--- src/rtl/grant_decoder_pkg.sv ---
// Shared types and widths for the grant decoder and its timeout counter.
package grant_decoder_pkg;

  localparam int unsigned CODE_W  = 2;
  localparam int unsigned LINE_W  = 4;
  // Wide enough for the largest supported timeout (255 cycles).
  localparam int unsigned TIMER_W = 8;

  typedef enum logic [1:0] {
    IDLE    = 2'd0,
    GRANT   = 2'd1,
    RELEASE = 2'd2
  } state_e;

  // Binary line index to one-hot grant vector.
  function automatic logic [LINE_W-1:0] decode_line(input logic [CODE_W-1:0] line_code);
    decode_line = LINE_W'(1) << line_code;
  endfunction

endpackage

--- src/rtl/grant_timer.sv ---
// Counts consecutive GRANT cycles without ack; expired flags the last allowed cycle.
module grant_timer
  import grant_decoder_pkg::*;
#(
  parameter int unsigned TIMEOUT_CYCLES = 15
) (
  input  logic clk,
  input  logic rst,
  input  logic clear,
  input  logic enable,
  output logic expired
);

  logic [TIMER_W-1:0] count_q;
  logic [TIMER_W-1:0] count_d;

  // Terminal count reached: this is the final GRANT cycle unless ack arrives.
  assign expired = (count_q == TIMER_W'(TIMEOUT_CYCLES - 1));

  // Next count: clear on grant entry, otherwise advance and hold at terminal value.
  always_comb begin
    count_d = count_q;
    if (clear) begin
      count_d = '0;
    end else if (enable && !expired) begin
      count_d = count_q + TIMER_W'(1);
    end
  end

  // Count register with synchronous reset.
  always_ff @(posedge clk) begin
    if (rst) begin
      count_q <= '0;
    end else begin
      count_q <= count_d;
    end
  end

endmodule

--- src/rtl/grant_decoder.sv ---
// Grant decoder: latches a binary line code into a registered one-hot grant,
// holds it until ack, then inserts one RELEASE guard cycle before the next grant.
// Optional forced release after TIMEOUT_CYCLES is enabled by GRANT_DECODER_TIMEOUT_EN.
module grant_decoder
  import grant_decoder_pkg::*;
#(
  parameter int unsigned TIMEOUT_CYCLES = 15
) (
  input  logic       clk,
  input  logic       rst,
  input  logic [1:0] code,
  input  logic       valid,
  output logic       ready,
  input  logic       ack,
  output logic [3:0] onehot,
  output logic       active,
  output logic       timeout
);

  state_e            state_q;
  state_e            state_d;
  logic [LINE_W-1:0] onehot_q;
  logic [LINE_W-1:0] onehot_d;
  logic              active_q;
  logic              active_d;
  logic              timeout_q;
  logic              timeout_d;
  logic              accept;
  logic              timer_expired;

  // Ready is a pure decode of the state register; only IDLE takes a new code.
  assign ready  = (state_q == IDLE);
  assign accept = ready && valid;

`ifdef GRANT_DECODER_TIMEOUT_EN
  logic timer_clear;
  logic timer_enable;

  // Timer restarts on each accept and runs only while a grant is waiting for ack.
  assign timer_clear  = accept;
  assign timer_enable = (state_q == GRANT) && !ack;

  grant_timer #(
    .TIMEOUT_CYCLES (TIMEOUT_CYCLES)
  ) u_grant_timer (
    .clk     (clk),
    .rst     (rst),
    .clear   (timer_clear),
    .enable  (timer_enable),
    .expired (timer_expired)
  );
`else
  // Without the timeout feature a grant is held until ack; no counter exists.
  logic unused_timeout_cfg;
  assign unused_timeout_cfg = ^TIMER_W'(TIMEOUT_CYCLES);
  assign timer_expired      = 1'b0;
`endif

  // Next-state and next-output decode; ack beats a simultaneous timeout.
  always_comb begin
    state_d   = state_q;
    onehot_d  = onehot_q;
    active_d  = active_q;
    timeout_d = 1'b0;
    unique case (state_q)
      IDLE: begin
        onehot_d = '0;
        active_d = 1'b0;
        if (accept) begin
          state_d  = GRANT;
          onehot_d = decode_line(code);
          active_d = 1'b1;
        end
      end
      GRANT: begin
        if (ack) begin
          state_d  = RELEASE;
          onehot_d = '0;
          active_d = 1'b0;
        end else if (timer_expired) begin
          state_d   = RELEASE;
          onehot_d  = '0;
          active_d  = 1'b0;
          timeout_d = 1'b1;
        end
      end
      RELEASE: begin
        state_d  = IDLE;
        onehot_d = '0;
        active_d = 1'b0;
      end
      default: begin
        state_d  = IDLE;
        onehot_d = '0;
        active_d = 1'b0;
      end
    endcase
  end

  // State and registered outputs with synchronous active-high reset.
  always_ff @(posedge clk) begin
    if (rst) begin
      state_q   <= IDLE;
      onehot_q  <= '0;
      active_q  <= 1'b0;
      timeout_q <= 1'b0;
    end else begin
      state_q   <= state_d;
      onehot_q  <= onehot_d;
      active_q  <= active_d;
      timeout_q <= timeout_d;
    end
  end

  assign onehot  = onehot_q;
  assign active  = active_q;
  assign timeout = timeout_q;

  // Structural invariants of the grant outputs.
  always_ff @(posedge clk) begin
    if (!rst) begin
      assert ($onehot0(onehot_q))
        else $error("grant_decoder: more than one line granted");
      assert (active_q == (onehot_q != '0))
        else $error("grant_decoder: active disagrees with onehot");
    end
  end

endmodule

--- config.mk ---
export PLATFORM = sky130hd
export DESIGN_NAME = grant_decoder
export DESIGN_NICKNAME = d
export VERILOG_FILES = /design/src/rtl/grant_decoder_pkg.sv /design/src/rtl/grant_timer.sv /design/src/rtl/grant_decoder.sv
export SDC_FILE = /design/constraint.sdc
export NUM_CORES = 1
export LEC_CHECK = 0
export ABC_CLOCK_PERIOD_IN_PS = 1300
export CORE_AREA = 2 2 39 41
export DETAILED_ROUTE_END_ITERATION = 8
export DIE_AREA = 0 0 41 43
export PLACE_DENSITY = 0.5
export SLEW_MARGIN = 20
export SYNTH_ARGS = -nofsm -noshare
export SYNTH_HDL_FRONTEND = slang
export SYNTH_HIERARCHICAL = 1
export SYNTH_SLANG_ARGS = --single-unit
--- constraint.sdc ---
create_clock -name clk -period 1.3 [get_ports clk]
set_clock_uncertainty 0.05 [all_clocks]
set_input_delay 0.26 -clock clk [delete_from_list [all_inputs] [get_ports clk]]
set_output_delay 0.26 -clock clk [all_outputs]
set_load 0.05 [all_outputs]
==> results of run 1 <==
sequential cells by signal, indices dropped and copies added (netlist names):
signal   flops
onehot       4
state_q      2
active       1
through the flow:
stage / std cells / TNS, ns / worst slack (ns)
6_report: 54 / 0 / 0.0649
5_1_grt: 54 / 0 / 0.0228
4_1_cts: 54 / 0 / 0.0195
3_5_place_dp: 50 / -1.12 / -0.204
3_3_place_gp: 50 / -0.831 / -0.160
2_1_floorplan: 23 / 0 / 0.202
timing repair:
item	CTS	global route
resized for setup	0	3
endpoints found under the setup margin	0	2
buffers inserted	0	0
metal layers:
metal | vias to the layer above | routed length [um] | global-route usage (%)
met4 | 0 | 0 | 8.00
li1 | 114 | - | -
met1 | 107 | 253 | 9.09
met3 | 0 | 90 | 4.71
met5 | - | 0 | 0
met2 | 12 | 294 | 12.5
area by class of cell:
class | count | area share, %
Clock buffer | 4 | 5.32
Multi-Input combinational cell | 13 | 24.3
Timing Repair Buffer | 12 | 35.9
Sequential cell | 7 | 28.9
Tap cell | 16 | 4.05
Inverter | 2 | 1.52
worst paths after layout:
path | from | to | slack [ns] | depth (start not counted)
worst min-delay path | state_q[0] | state_q[1] | 0.43 | 2
worst max-delay path | valid | onehot[2] | 0.06 | 3
worst min register to register | state_q[0] | state_q[1] | 0.43 | 2
worst max register to register | state_q[0] | onehot[2] | 0.13 | 2
cell usage in the layout (no fill, tap or decap):
cell type,Yosys,routed
nor4b_4,1,1
inv_1,2,2
buf_12,0,6
a21o_2,1,1
buf_4,1,1
dfxtp_2,0,2
nand2_1,1,1
clkbuf_1,0,1
dfxtp_1,7,5
a32o_1,4,4
nor2_1,2,1
nor4b_2,1,1
nor2_2,0,1
clkbuf_4,0,3
a2111oi_1,0,1
nor3_1,1,1
clkdlybuf4s50_1,0,5
conb_1,1,1
power breakdown:
group,total [mW],switching [mW],internal [mW],leakage (nW)
sequential,0.239,0.0135,0.225,0.0579
clock,0.201,0.0837,0.117,0.0150
combinational,0.124,0.0614,0.0629,0.119
cell families after synthesis:
group,share of synthesized area [%]
and+or+nand+nor,20.3
DFF,51.6
buffers and inverters,5.53
AOI/OAI and AO/OA,21.2
other,1.38
tightest hold or removal path, delay by kind of cell, from the launching register on:
| kind | cells | cell delay, ns |
|---|---|---|
| flip-flops | 1 | 0.35 |
| AND/OR/NAND/NOR | 2 | 0.10 |
==> qor.yml, run 1 <==
synthMostInstantiatedCell: "dfxtp_1"
final_cell_area_um2: 494
start_util_pct: 19.6
ios: 13
ys_warn_count: 6
drive_gt1_share_pct: 42.1
crit_buf_inv: 1
worstPathArrival_ns: 1.38
power_mw: 0.564
grt_pass1_vias: 259
clock-sinks: 7
coreArea_um2: 1380
hold_viol: 0
max_stage_delay_ns: 0.48
nets: 45
path_max_fanout: 5
end_kind: "flip-flop"
postRouteAntennaNets: 0
clk_pin_slew_ns: 0.05
rows: 14
p_leak_nw: 0.192
synthToLayoutAreaGrowth_pct: 82.0
cpMaxStageDelayCell: "clkdlybuf4s50_1"
diodes: 0
peakVddDrop_mv: 0.437
antenna_found_initial: 0
wl_per_cell_um: 11.8
num_vias: 233
dp_hpwl_um: 501
rsz0062_at_grt: "no"
synthTopCellsByCount: "7 x dfxtp_1, 4 x a32o_1, 2 x inv_1, 2 x nor2_1"
vias_per_cell: 4.31
p_per_area_nw_per_um2: 1140
nFillCells: 142
synthesis.area_um2: 272
fmax_mhz: 810
grtUsageTotal_pct: 8.96
ys.flop_type: "dfxtp_1"
syn-instance-count: 23
avgSynthCellArea_um2: 11.8
period_needed_ns: 1.24
clock_latency_ns: 0.25
placed_area_um2: 464
design.die.area_um2: 1760
clk_path_buf_depth: 2
final_core_util_pct: 35.7
grt_max_degree: 7
synth.top_cell.area_share_pct: 51.6
setup_viol: 0
syn_nets: 29
dieWidth_um: 41
grt_pass1_wl_um: 1030
overflow: 0
critPathTopFamily: "buffers and inverters"
cts_root_buf: "clkbuf_4"
port_buffers: 11
gp_congestion: 0.594
min_period_over_period_pct: 95.0
slew_viol_final: 0
seq_area_um2: 143
cts_buffers: 3
drt_iter0_drc: 3
worstSetupPathType: "input port to flip-flop"
wl_um: 638
cp-start-kind: "input port"
ys_ff_latch: 7
dr.pass1.iters: 4
async_reset_ff_share_pct: 0
required_ns: 1.44
outcome: "finished clean"
synth_area_leader_cell: "dfxtp_1"
cts_hold_buf: 0
ys_seq_area_share_pct: 51.6
synth_edf_count: 0
ys_types: 12
synth_area_leaders: "dfxtp_1 52%, a32o_1 15%, nor4b_4 8.8%, nor4b_2 5.5%, a2111oi_0 3.2%"
drc_errors: 0
cts_tree: "yes"
chipHeight_um: 43
max_cap_viol_count: 0
min_path_type: "flip-flop to flip-flop"
htreeDepth: 1
multi_input_area_um2: 120
path_cells: "clkdlybuf4s50_1, nor4b_2, a32o_1"
holdWs_ns: 0.431
Power figures use the tool's default switching activity.
==> inputs of run 2 (changes only) <==
- PLACE_DENSITY: 0.5 -> 0.43
- SKIP_LAST_GASP: unset -> 1
==> qor.yml, run 2 (same netlist as run 1, synthesis figures left out) <==
cts_buffers: 3  # unchanged
worstPathArrival_ns: 0.92  # was 1.38 ns
min_period_over_period_pct: 95.0  # about the same
cts_root_buf: "clkbuf_4"  # unchanged
path_max_fanout: 6  # was 5
clock_latency_ns: 0.26  # was 0.25 ns
placed_area_um2: 472  # was 464 um2
antenna_found_initial: 0  # unchanged
place_inst: 51  # was 50
rsz0062_at_grt: "no"  # unchanged
design.die.area_um2: 1760  # unchanged
vias_per_cell: 4.45  # was 4.31
holdPathStages: 1  # was 2
setup_tns_ns: 0  # unchanged
clk_pin_slew_ns: 0.06  # was 0.05 ns
postRouteAntennaNets: 0  # unchanged
r2r_start: "state_q[0]"  # unchanged
worstReg2RegEnd: "onehot[3]"  # was onehot[2]
start_util_pct: 19.6  # unchanged
largest_reg_flops: 4  # unchanged
grt_pass1_wl_um: 1190  # was 1030 um
final_cell_area_um2: 508  # was 494 um2
rrSetupSlack_ns: 0.23  # was 0.13 ns
postCtsSetupRepairBufs: 0  # unchanged
diodes: 0  # unchanged
clk_path_buf_depth: 2  # unchanged
drt_iter0_drc: 1  # was 3
htreeDepth: 1  # unchanged
fmax_mhz: 810  # about the same
hold_viol: 0  # unchanged
dieWidth_um: 41  # unchanged
p_leak_nw: 0.201  # was 0.192 nW
startpoint: "state_q[0]"  # was valid
grt_pass1_vias: 259  # unchanged
gp_congestion: 0.615  # was 0.594
nets: 46  # was 45
max_cap_viol_count: 0  # unchanged
min_path_type: "flip-flop to flip-flop"  # unchanged
cts_tree: "yes"  # unchanged
wl_um: 687  # was 638 um
layout_common_cells: "6 x buf_12, 5 x dfxtp_1, 5 x clkdlybuf4s50_1"  # unchanged
drive_gt1_share_pct: 48.7  # was 42.1%
period_needed_ns: 1.23  # was 1.24 ns
crit_end: "ready"  # was onehot[2]
coreArea_um2: 1380  # unchanged
overflow: 0  # unchanged
num_vias: 245  # was 233
slew_viol_final: 0  # unchanged
ff2ff_path_depth: 3  # was 2
dr.pass1.iters: 2  # was 4
p_per_area_nw_per_um2: 1130  # was 1140 nW/um2
peakVddDrop_mv: 0.405  # was 0.437 mV
cts_hold_buf: 0  # unchanged
clock-sinks: 7  # unchanged
cts_resized: 1  # was 0
outcome: "finished clean"  # unchanged
wl_per_cell_um: 12.5  # was 11.8 um
end_kind: "primary output"  # was flip-flop
instances_no_fill: 55  # was 54
cp-start-kind: "flip-flop"  # was input port
worstSetupPathType: "flip-flop to primary output"  # was input port to flip-flop
required_ns: 0.99  # was 1.44 ns
dp_hpwl_um: 550  # was 501 um
port_buffers: 11  # unchanged
grtUsageTotal_pct: 10.5  # was 8.96%
holdWs_ns: 0.448  # was 0.431 ns
grt_max_degree: 7  # unchanged
setup_viol: 0  # unchanged
drc_errors: 0  # unchanged
chipHeight_um: 43  # unchanged
ios: 13  # unchanged
final_common_cell: "buf_12"  # unchanged
synthToLayoutAreaGrowth_pct: 87.1  # was 82.0%
rows: 14  # unchanged
run 2: cell types whose count changed in the layout (fill, tap and decap cells not counted):
cell | previous run | this run
a2111oi_1 | 1 | 0
a2111oi_2 | 0 | 1
buf_4 | 1 | 2
clkbuf_1 | 1 | 0
clkinv_2 | 0 | 1
run 2: routing by layer:
layer	track usage, %	share of wire [%]	vias to the layer above
met2	15.6	58	3
met5	0	0	-
met3	3.66	3.6	0
met1	10.4	38	124
met4	10.0	0	0
li1	-	-	118
run 2: how the worst min path moves through the flow:
stage               start    endpoint
2_1_floorplan         rst  state_q[1]
3_3_place_gp   state_q[0]  state_q[1]
3_5_place_dp       active      active
4_1_cts            active      active
5_1_grt        state_q[0]  state_q[1]
6_report       state_q[1]  state_q[0]
run 2: stage by stage:
| step | total power [mW] | utilization (%) | setup WS, ns |
|---|---|---|---|
| after floorplan | 0.299 | - | 0.202 |
| after global placement | 0.367 | 34.1 | -0.145 |
| after detailed placement | 0.371 | 34.1 | -0.263 |
| after CTS | 0.578 | 36.2 | 0.0257 |
| after global routing | 0.607 | 36.7 | 0.0264 |
| final | 0.575 | 36.7 | 0.0651 |
run 2: worst max-delay path, cell delays in order, from the launching register on:
cell and delay, ns:
dfxtp_2 0.36, nor2_2 0.16, buf_12 0.15
run 2: area by class of cell:
type	count	area (um2)
Sequential cell	7	143
Inverter	2	7.51
Fill cell	141	876
Multi-Input combinational cell	13	125
Clock buffer	3	22.5
Timing Repair Buffer	13	185
Tap cell	16	20.0
Clock inverter	1	5.00
run 2: power breakdown:
group | leakage (nW) | internal [mW] | switching (mW)
combinational | 0.126 | 0.0663 | 0.0642
clock | 0.0177 | 0.113 | 0.0923
sequential | 0.0579 | 0.225 | 0.0143
==> inputs of run 3 (changes only) <==
- CAP_MARGIN: unset -> 20
- PLACE_DENSITY: 0.43 -> unset
- PLACE_DENSITY_LB_ADDON: unset -> 0.3
==> qor.yml, run 3 (same netlist as run 1, synthesis figures left out) <==
outcome: "finished clean"  # unchanged
drt_iter0_drc: 7  # was 1
rows: 14  # unchanged
grt_pass1_vias: 208  # was 259
worstPathArrival_ns: 1.38  # was 0.92 ns
crit_buf_inv: 1  # unchanged
min_from: "state_q[0]"  # was state_q[1]
largest_reg_flops: 4  # unchanged
cp-start-kind: "input port"  # was flip-flop
setup_viol: 0  # unchanged
overflow: 0  # unchanged
max_cap_viol_count: 0  # unchanged
layout_common_cells: "6 x buf_12, 5 x dfxtp_1, 5 x clkdlybuf4s50_1"  # unchanged
clk_pin_slew_ns: 0.06  # about the same
num_vias: 234  # was 245
fmax_mhz: 816  # was 810 MHz
ios: 13  # unchanged
worstReg2RegEnd: "onehot[1]"  # was onehot[3]
holdPathStages: 2  # was 1
cts_hold_buf: 0  # unchanged
cts_tree: "yes"  # unchanged
clk_path_buf_depth: 2  # unchanged
p_leak_nw: 0.192  # was 0.201 nW
cpMaxStageDelayCell: "clkdlybuf4s50_1"  # was dfxtp_2
design.die.area_um2: 1760  # unchanged
drc_errors: 0  # unchanged
period_needed_ns: 1.22  # was 1.23 ns
vias_per_cell: 4.42  # was 4.45
postCtsSetupRepairBufs: 0  # unchanged
wl_per_cell_um: 10.8  # was 12.5 um
cts_buffers: 3  # unchanged
ff2ff_path_depth: 2  # was 3
place_inst: 49  # was 51
hold_viol: 0  # unchanged
rsz0062_at_grt: "no"  # unchanged
clock-sinks: 7  # unchanged
holdWs_ns: 0.439  # was 0.448 ns
min_path_type: "flip-flop to flip-flop"  # unchanged
dp_hpwl_um: 421  # was 550 um
cts_root_buf: "clkbuf_4"  # unchanged
port_buffers: 11  # unchanged
rrSetupSlack_ns: 0.24  # was 0.23 ns
p_per_area_nw_per_um2: 1150  # was 1130 nW/um2
postRouteAntennaNets: 0  # unchanged
diodes: 0  # unchanged
crit_cells: 3  # was 2
grtUsageTotal_pct: 8.06  # was 10.5%
drive_gt1_share_pct: 40.5  # was 48.7%
max_stage_delay_ns: 0.52  # was 0.36 ns
grt_pass1_wl_um: 897  # was 1190 um
r2r_start: "state_q[0]"  # unchanged
slew_viol_final: 0  # unchanged
min_period_over_period_pct: 94.2  # was 95.0%
dr.pass1.iters: 4  # was 2
htreeDepth: 1  # unchanged
power_mw: 0.567  # was 0.575 mW
instances_no_fill: 53  # was 55
grt_max_degree: 7  # unchanged
final_common_cell: "buf_12"  # unchanged
setup_slack_ns: 0.0751  # was 0.0651 ns
worstSetupPathType: "input port to flip-flop"  # was flip-flop to primary output
synthToLayoutAreaGrowth_pct: 82.0  # was 87.1%
wl_um: 572  # was 687 um
path_max_fanout: 5  # was 6
start_util_pct: 19.6  # unchanged
antenna_found_initial: 0  # unchanged
nets: 44  # was 46
required_ns: 1.45  # was 0.99 ns
coreArea_um2: 1380  # unchanged
dieWidth_um: 41  # unchanged
worst_hold_path.endpoint: "state_q[1]"  # was state_q[0]
chipHeight_um: 43  # unchanged
clock_latency_ns: 0.25  # was 0.26 ns
peakVddDrop_mv: 0.467  # was 0.405 mV
end_kind: "flip-flop"  # was primary output
place_ws_ns: -0.295  # was -0.263 ns
critPathTopFamily: "buffers and inverters"  # was flip-flops
gp_congestion: 0.570  # was 0.615
path_cells: "clkdlybuf4s50_1, nor4b_4, a32o_1"  # was nor2_2, buf_12
==> run 3: routing by layer <==
| metal | global-route usage (%) | up-vias | part of all wire [%] |
|---|---|---|---|
| li1 | - | 115 | - |
| met1 | 11.1 | 101 | 47 |
| met2 | 8.75 | 16 | 33 |
| met3 | 3.14 | 2 | 16 |
| met4 | 8.00 | 0 | 3.3 |
| met5 | 0 | - | 0 |
==> run 3: repair_timing <==
action | CTS | global route
resized for setup | 1 | 2
gates cloned | 0 | 0
endpoints found under the setup margin | 4 | 1
==> run 3: worst max-delay path by stage <==
| stage | end | slack, ns | from |
|---|---|---|---|
| detailed placement | onehot[1] | -0.29 | rst |
| floorplan | ready | 0.20 | state_q[0] |
| CTS | ready | 0.01 | state_q[1] |
| global placement | onehot[2] | -0.24 | rst |
| global route | onehot[3] | 0.02 | rst |
| finish | onehot[1] | 0.08 | rst |
==> run 3: area by class of cell <==
class / instances / area (um2)
fillers: 133 / 890
repair buffers: 11 / 170
flip-flops and latches: 7 / 143
multi-input cells: 13 / 128
clock buffers: 4 / 26.3
well taps: 16 / 20.0
inverters: 2 / 7.51
==> run 3: power by group <==
part / total, mW / internal, mW / switching (mW)
registers: 0.239 / 0.225 / 0.0139
logic: 0.124 / 0.0624 / 0.0613
clock network: 0.204 / 0.118 / 0.0867
==> run 3: worst min-delay path, delay by kind of cell, from the launching register on <==
kind	cells	cell delay [ns]
flip-flops	1	0.35
AND/OR/NAND/NOR	2	0.10
==> run 3: through the flow <==
step,util (%),cell area [um2],setup TNS (ns)
4_1_cts,35.5,492,0
3_3_place_gp,33.0,457,-1.14
2_1_floorplan,-,274,0
3_5_place_dp,33.0,457,-1.38
5_1_grt,35.7,494,0
6_report,35.7,494,0
==> RTL edit: new RTL, settings of run 1 <==
Reset style: asynchronous (`rst`), changed in one clocked block. Comments in the files are not updated.
--- a/src/rtl/grant_decoder.sv
+++ b/src/rtl/grant_decoder.sv
@@ -98,7 +98,7 @@
   end
 
   // State and registered outputs with synchronous active-high reset.
-  always_ff @(posedge clk) begin
+  always_ff @(posedge clk or posedge rst) begin
     if (rst) begin
       state_q   <= IDLE;
       onehot_q  <= '0;
Behaviour: differs if rst is asserted again (counterexample within 4 cycles, from zero or initial values and one cycle with rst high); with rst held inactive, the same outputs for 10 cycles.
==> RTL edit against run 1 <==
Via count decreased by 3.4%; register-to-register slack got worse by 0.03 ns; critical path type is now reg -> out; sequential cell count unchanged; routed wire length increased by 6.6%; global-route usage increased by 1.2 points; design area increased by 8.1%; synthesized cell count decreased by 4.3%; worst setup slack got worse by 0.017 ns; synthesized area increased by 13%; count of clock-buffer cells in the layout unchanged; final cell count decreased by 1.9%.
Power is not compared: it rests on default switching activity, and its combinational part moved more than twofold at a synthesized area within 25%.
==> RTL edit: results (changes against run 1) <==
================================================================================
Met3 GRT Util                                                              7.85%   was 4.71%
Status                                                              complete, no violations   unchanged
M1 GR Usage                                                                10.3%   was 9.09%
Maximum number of pins on one net before global-route repair                   8   was 7
Total Nets Final                                                              44   was 45
R2R setup slack                                                          0.10 ns   was 0.13 ns
Share of synthesized area occupied by flip-flops and latches               56.9%   was 51.6%
Overall power                                                             874 uW
# fillers                                                                    133   was 142
Mean Syn Cell Area                                                     14.0 um^2   was 11.8 um^2
Crit Path Max Fanout                                                           4   was 5
Worst setup path endpoint                                                  ready   was onehot[2]
Critical path launch point                                            state_q[0]   was valid
Path depth of the worst reg2reg path                                           3   was 2
Distinct cells, synth                                                         10   was 12
Endpoint of the worst-slack reg-to-reg timing path                     onehot[2]   unchanged
Drt first pass iters                                                           2   was 4
Fraction of layout cells with a size suffix above 1                        56.8%   was 42.1%
Reg2Reg Launch Point                                                  state_q[1]   was state_q[0]
Met2 routed wirelength                                                    352 um   was 294 um
Most used standard cells in the synthesized netlist                 sky130_fd_sc_hd__dfrtp_1, sky130_fd_sc_hd__a32o_2, sky130_fd_sc_hd__inv_1   was sky130_fd_sc_hd__dfxtp_1, sky130_fd_sc_hd__a32o_1, sky130_fd_sc_hd__inv_1, sky130_fd_sc_hd__nor2_1
Via count normalized by instance count                                      4.25   was 4.31
Smallest hold slack                                                     0.195 ns   was 0.431 ns
Share of async-settable or async-resettable flops after synthesis           100%   was 0%
Data arrival, critical path                                              0.94 ns   was 1.38 ns
Number of DRC markers after the initial detailed-route iteration               1   was 3
Met2 usage                                                                 15.0%   was 12.5%
Area fraction of the dominant cell type after synthesis                    56.9%   was 51.6%
================================================================================
RTL edit: cell count changes after synthesis, moves of 2 or more:
| cell | before | now |
|---|---|---|
| sky130_fd_sc_hd__a32o_1 | 4 | 0 |
| sky130_fd_sc_hd__dfrtp_1 | 0 | 7 |
| sky130_fd_sc_hd__dfxtp_1 | 7 | 0 |
| sky130_fd_sc_hd__a32o_2 | 0 | 4 |
| sky130_fd_sc_hd__nor3b_4 | 0 | 2 |
RTL edit: repair_timing:
| item | 4_1_cts | 5_1_grt |
|---|---|---|
| setup endpoints to repair | 1 | 1 |
| pin swaps | 1 | 0 |
| cloned | 0 | 0 |
| buffers inserted | 1 | 0 |
| hold endpoints to repair | 0 | 0 |
| gates resized for setup | 2 | 1 |
RTL edit: cell type report:
class                   instances  area, um^2  area share, %
clock buffers                   4        26.3           4.92
inverters                       3        11.3           2.11
multi-input cells              11         121           22.7
flip-flops and latches          7         178           33.3
well taps                      16        20.0           3.75
repair buffers                 12         178           33.3
